$ cat src/rtl/base_multicycle_demux.sv
// base_multicycle_demux: pipelined tree demultiplexer steering one valid/data
// stream to one of `ways` lanes through `stages` levels of stage_ways-way nodes.
//   clk    : clock
//   reset  : synchronous active-high reset (clears valid/select/error state)
//   i_v    : transfer request, leads i_d by one cycle when early_valid=1
//   i_sel  : destination lane index, sampled with i_v
//   i_d    : transfer data
//   o_v    : one-hot lane valid, fixed latency of `stages` cycles
//   o_d    : per-lane data, lane k in bits [k*width +: width]
//   o_err  : one-cycle pulse when a request was dropped for i_sel >= ways
module base_multicycle_demux #(
   parameter int width       = 1,
   parameter int stages      = 1,
   parameter int early_valid = 1,
   parameter int stage_ways  = 4,
   parameter int ways        = stage_ways ** stages,
   parameter int selw        = ((stage_ways ** stages) > 1) ? $clog2(stage_ways ** stages) : 1
) (
   input  logic                   clk,
   input  logic                   reset,
   input  logic                   i_v,
   input  logic [selw-1:0]        i_sel,
   input  logic [width-1:0]       i_d,
   output logic [ways-1:0]        o_v,
   output logic [ways*width-1:0]  o_d,
   output logic                   o_err
);
   function automatic int pw(input int e);
      int r = 1;
      for (int i = 0; i < e; i++) r *= stage_ways;
      return r;
   endfunction
   // flat node numbering: level j occupies [off(j), off(j+1))
   function automatic int off(input int j);
      int o = 0;
      for (int i = 1; i <= j; i++) o += pw(i);
      return o;
   endfunction
   localparam int nodes = off(stages);
   localparam int leaf0 = off(stages - 1);
   logic                v  [nodes];
   logic                vn [nodes];
   logic [selw-1:0]     s  [nodes];
   logic [selw-1:0]     sn [nodes];
   logic [width-1:0]    d  [nodes];
   logic [width-1:0]    ds [nodes];
   logic [stages-1:0]   e;
   logic                in_range;
   assign in_range = int'(i_sel) < ways;
   // out-of-range requests never enter the tree; they ride a plain delay line
   always_ff @(posedge clk)
      e <= reset ? '0 : stages'({e, i_v & ~in_range});
   assign o_err = e[stages-1];
   // each node takes its parent's valid when the parent's digit matches its own
   // position; the full select is carried along and each level picks its digit
   always_comb begin
      int p;
      int dig;
      logic pv;
      logic [selw-1:0] ps;
      logic [width-1:0] pd;
      p = 0;
      dig = 0;
      pv = 1'b0;
      ps = '0;
      pd = '0;
      for (int i = 0; i < nodes; i++) begin
         vn[i] = 1'b0;
         sn[i] = '0;
         ds[i] = '0;
      end
      for (int j = 0; j < stages; j++)
         for (int n = 0; n < pw(j + 1); n++) begin
            p = off(j - 1) + n / stage_ways;
            pv = (j == 0) ? (i_v & in_range) : v[p];
            ps = (j == 0) ? i_sel : s[p];
            pd = (j == 0) ? i_d : d[p];
            dig = (int'(ps) / pw(stages - 1 - j)) % stage_ways;
            vn[off(j) + n] = pv && (dig == n % stage_ways);
            sn[off(j) + n] = ps;
            ds[off(j) + n] = pd;
         end
   end
   for (genvar i = 0; i < nodes; i++) begin : g_node
      always_ff @(posedge clk) begin
         v[i] <= reset ? 1'b0 : vn[i];
         s[i] <= reset ? '0 : sn[i];
      end
      // data trails valid by early_valid cycles, so load off the registered
      // valid (early) or the valid being captured this edge (aligned)
      always_ff @(posedge clk)
         if ((early_valid != 0) ? v[i] : (vn[i] && !reset))
            d[i] <= ds[i];
   end
   for (genvar k = 0; k < ways; k++) begin : g_lane
      assign o_v[k] = v[leaf0 + k];
      assign o_d[k*width +: width] = d[leaf0 + k];
   end
endmodule

$ cat config.mk
export PLATFORM = sky130hd
export DESIGN_NAME = base_multicycle_demux
export DESIGN_NICKNAME = d
export VERILOG_FILES = /design/src/rtl/base_multicycle_demux.sv
export SDC_FILE = /design/constraint.sdc
export NUM_CORES = 1
export LEC_CHECK = 0
export BUFFER_PORTS_ARGS = -buffer_cell sky130_fd_sc_hd__buf_2
export CORE_AREA = 3 3 40 42
export CTS_CLUSTER_DIAMETER = 40
export DETAILED_ROUTE_END_ITERATION = 10
export DIE_AREA = 0 0 43 45
export GPL_TIMING_DRIVEN = 0
export PLACE_DENSITY_LB_ADDON = 0.15
export SLEW_MARGIN = 20
export SYNTH_ARGS = -nofsm -noshare
export SYNTH_HDL_FRONTEND = slang
export SYNTH_SLANG_ARGS = --single-unit
export TNS_END_PERCENT = 50
$ cat constraint.sdc
create_clock -name clk -period 0.8 [get_ports clk]
set_input_delay 0.2 -clock clk [delete_from_list [all_inputs] [get_ports clk]]
set_output_delay 0.2 -clock clk [all_outputs]
set_load 0.05 [all_outputs]
# After elaboration in Yosys (flattened, before gate mapping)
# Memory sizes are Yosys's and may differ from the RTL's.
# Cells that the tools add are included.
# totals
regBits	0
ram_bits	8
in_bits	6
output_inout_bits	9
wordCells	22
memories	2
# op_classes
n_eq_ne	3
muxes	12
n_reduce_logical	5
# memory_table
memory	depth	width	rd	rd_clocked_by_memory_dff	write_ports	line	rtl
d	4	1	4	0	4	45	logic [width-1:0] d [nodes];
v	4	1	4	0	4	41	logic v [nodes];
# op_table
cell	count
logical NOT 32 bit	1
2-to-1 mux 1 bit	12
equality test 2 bit (second input constant)	2
logical AND 1 bit	4
equality test 2 x 1 -> 1 bit (second input constant)	1

# Logic depth before layout (Yosys ltp)
# depth
ltp_word	3
ltp_mapped	1
mapped_depth_nobuf	1

# Worst setup path after synthesis
# Ideal clock, no wire load.
# synth_path
kind	flip-flop to output port
from	memory d[0]
to	output o_d[0]
t_arrival_ps	523
required_ps	600
path_slack_ps	77
stages_incl_launch_ff	2
path_buffers	1
cell_sequence	edfxtp_1 > buf_4
# synth_rtl
element	line	rtl
start, declared	45	
end, declared	25	output logic [ways*width-1:0] o_d,

==> summary.txt <==
Synth
  – Ranking of synthesized cells by instance count: buf_4, dfxtp_1, edfxtp_1, and4bb_2
  – Largest area contributor in the synthesized netlist: edfxtp_1
  – Register bit total from synthesis: 8
  – Top-count cell post-synth: buf_4
  – Count of different cell masters after synthesis: 7
  – Avg Inst Size Synth: between 10 and 15 um^2
  – Mapped cell area: 322 um^2
  – Cell count after synthesis: 22
  – Share of flip-flops with an asynchronous set or reset: 0%
  – Share of Yosys cell area claimed by the top area cell type: 37.4%
  – Most used flip-flop cell after synthesis: edfxtp_1
  – Post-synth EDFFs: 4
  – Yosys warnings: 0
  – Net count of the mapped netlist: 28
  – Top post-synthesis cells by area: edfxtp_1, dfxtp_1, buf_4
  – Seq/Total Area, Yosys: 62.3%

GRT
  – First-pass GRT wire length: approximately 770 um
  – Global router's overall resource usage: between 6 and 7%
  – Sum of overflow across all layers after global routing: 0
  – Via count of the first global-routing pass: 200
  – Number of antenna violations at the first check in global routing: 0
  – GR Util met1: under 10%
  – M2 GR Usage: around 11%
  – Met3 Usage GRT: roughly 2.4%
  – Maximum number of pins on one net before global-route repair: 5
  – Most used routing layer: met2

Die
  – Placement row count: 13
  – Starting utilization of the core area: around a quarter
  – IO Pins: 15
  – Die Area: roughly 1900 um^2
  – Die Wd: between 40 and 50 um
  – DIE HEIGHT: approximately 45 um
  – Placeable Area: approximately 1300 um^2

Route
  – Iteration-0 DRC Markers: 0
  – Number of detailed-routing iterations run before antenna repair: 1
  – Residual antenna-violating net count after detailed routing: 0
  – Wire length per cell: approximately 9.7 um
  – Residual DRC count: 0
  – Vias per std cell: about 3.8
  – Sum of routed wire length over all layers: a little under 500 um
  – Via total after detailed routing: about 190

Cells and area
  – Area used by multi-input combinational logic: ~54 um^2
  – Diodes inserted: 0
  – Fraction of layout cells with a size suffix above 1: 82.9%
  – Register area: approximately 210 um^2
  – Layout overhead on the synthesized area: 53.7%
  – Layout Utilization: 38.5%
  – FILL cells: ~120
  – Layout net count: 43

Placement
  – I/O Buffers: 13
  – RePlAce Congestion: ~0.54
  – Place WS: -0.0702 ns

Timing
  – Setup repair after global routing missed its margin: true
  – Final clock period utilization by the worst path: 126%
  – Number of max-slew violations in the final report: 0
  – Final total negative setup slack: -1.40 ns
  – Hold Slack: roughly 0.15 ns
  – Worst-case clock skew: roughly 0.00017 ns
  – Max Clock Freq: slightly below 1000 MHz
  – Worst Slack Setup Final: -0.210 ns
  – Final Setup Violations: 8
  – Final hold violation count: 0
  – Time the final worst path needs with I/O delays and setup: slightly above 1 ns

CTS
  – CTS tree: yes
  – Clk buf depth: 2
  – H-tree depth: 1
  – Worst skew pair latency: roughly 0.24 ns
  – Clock-pin slew on the worst setup and hold paths: approximately 0.05 ns
  – Inserted Clock Buffers: 3
  – Cell at the root of the clock tree: clkbuf_4
  – Clock Sink Count: 8

Worst setup path
  – Crit path cell chain: buf_8
  – Required time at the endpoint of the critical path: 0.60 ns
  – Kind of cell adding the most delay to the critical path: flip-flops
  – Worst Path Arrival: 0.81 ns
  – Worst path bufs/invs: 1
  – Maximum fanout along the worst path: 1
  – Library cell contributing the largest single delay on the critical path: edfxtp_1
  – Endpoint type of the worst setup path: output port
  – Largest stage delay on the critical path: about 0.40 ns
  – Critical Path Source Type: flip-flop
  – Setup CP Type: reg -> out

Power and ir drop
  – Power per unit of standard cell area: between 1500 and 2000 nW/um^2
  – Part of the power in registers: between 50% and 60%
  – Cell Int Power: between 0.6 and 0.7 mW
  – Combinational cell fraction of total power: 13.0%
  – Switching power: 0.187 mW
  – Net Sw Frac: a little over a fifth
  – Clock power share: 34.2%
  – Total power: 0.850 mW
  – Maximum resistive drop on vdd: 482 uV
  – Leakage component of the power: between 0.2 and 0.25 nW

Worst hold path
  – Hold WC Path Type: in -> reg

Run
  – Max-cap violations: 0

Run status
  – Violations in the final reports: setup timing
  – Status: complete, but fails checks
-- timing repair --
item                                    in CTS  in global routing
gates resized for setup                     30                  0
setup buffers                                2                  2
endpoints found under the setup margin       8                  8
hold buffers                                 0                  0
-- worst paths after layout --
check | slack (ns) | start | depth (start not counted) | endpoint
setup reg to reg | 0.08 | v[1] | 1 | d[1]
hold reg to reg | 0.54 | v[2] | 1 | d[2]
setup / recovery | -0.21 | d[2] | 1 | o_d[2]
hold / removal | 0.15 | reset | 2 | v[0]
-- sequential cells by signal, indices dropped and copies added, names as in the netlist --
name / cells
d: 4
v: 4
-- cell usage in the layout, fill, tap and decap left out --
cell      instances
clkbuf_4          3
buf_4             5
nor4b_2           1
buf_2             5
dfxtp_2           4
buf_6             1
and4bb_2          2
and4b_1           1
edfxtp_1          4
buf_8             8
conb_1            1
-- through the flow --
step / instance area (um^2) / instances
floorplan: 322 / 22
global placement: 405 / 50
detailed placement: 405 / 50
CTS: 490 / 49
global route: 494 / 50
finish: 494 / 50
-- power groups by stage --
| stage | Clock [mW] | Combinational, mW | Sequential, mW |
|---|---|---|---|
| after CTS | 0.307 | 0.111 | 0.448 |
| after global routing | 0.313 | 0.118 | 0.448 |
| after floorplan | 0 | 0.0660 | 0.452 |
| after global placement | 0 | 0.0924 | 0.452 |
| after detailed placement | 0 | 0.0953 | 0.452 |
| final | 0.290 | 0.111 | 0.448 |
-- per-layer routing --
layer  share of wire [%]  vias up
met3                 9.3        0
li1                    -       95
met1                  31       87
met4                   0        0
met2                  60        9
met5                   0        -
-- layout make-up --
class,count,share of cell area [%]
clock buffers,3,4.56
multi-input cells,5,10.9
well taps,15,3.80
repair buffers,17,35.4
flip-flops and latches,8,41.5
plain buffers,2,3.80
-- logic make-up after synthesis --
| kind of cell | Yosys count | share of synthesized area [%] |
|---|---|---|
| simple gates | 4 | 15.6 |
| buf+inv | 9 | 21.0 |
| other cells | 1 | 1.17 |
| flops | 8 | 62.3 |
Note: power is estimated with default switching activity, not from simulation.
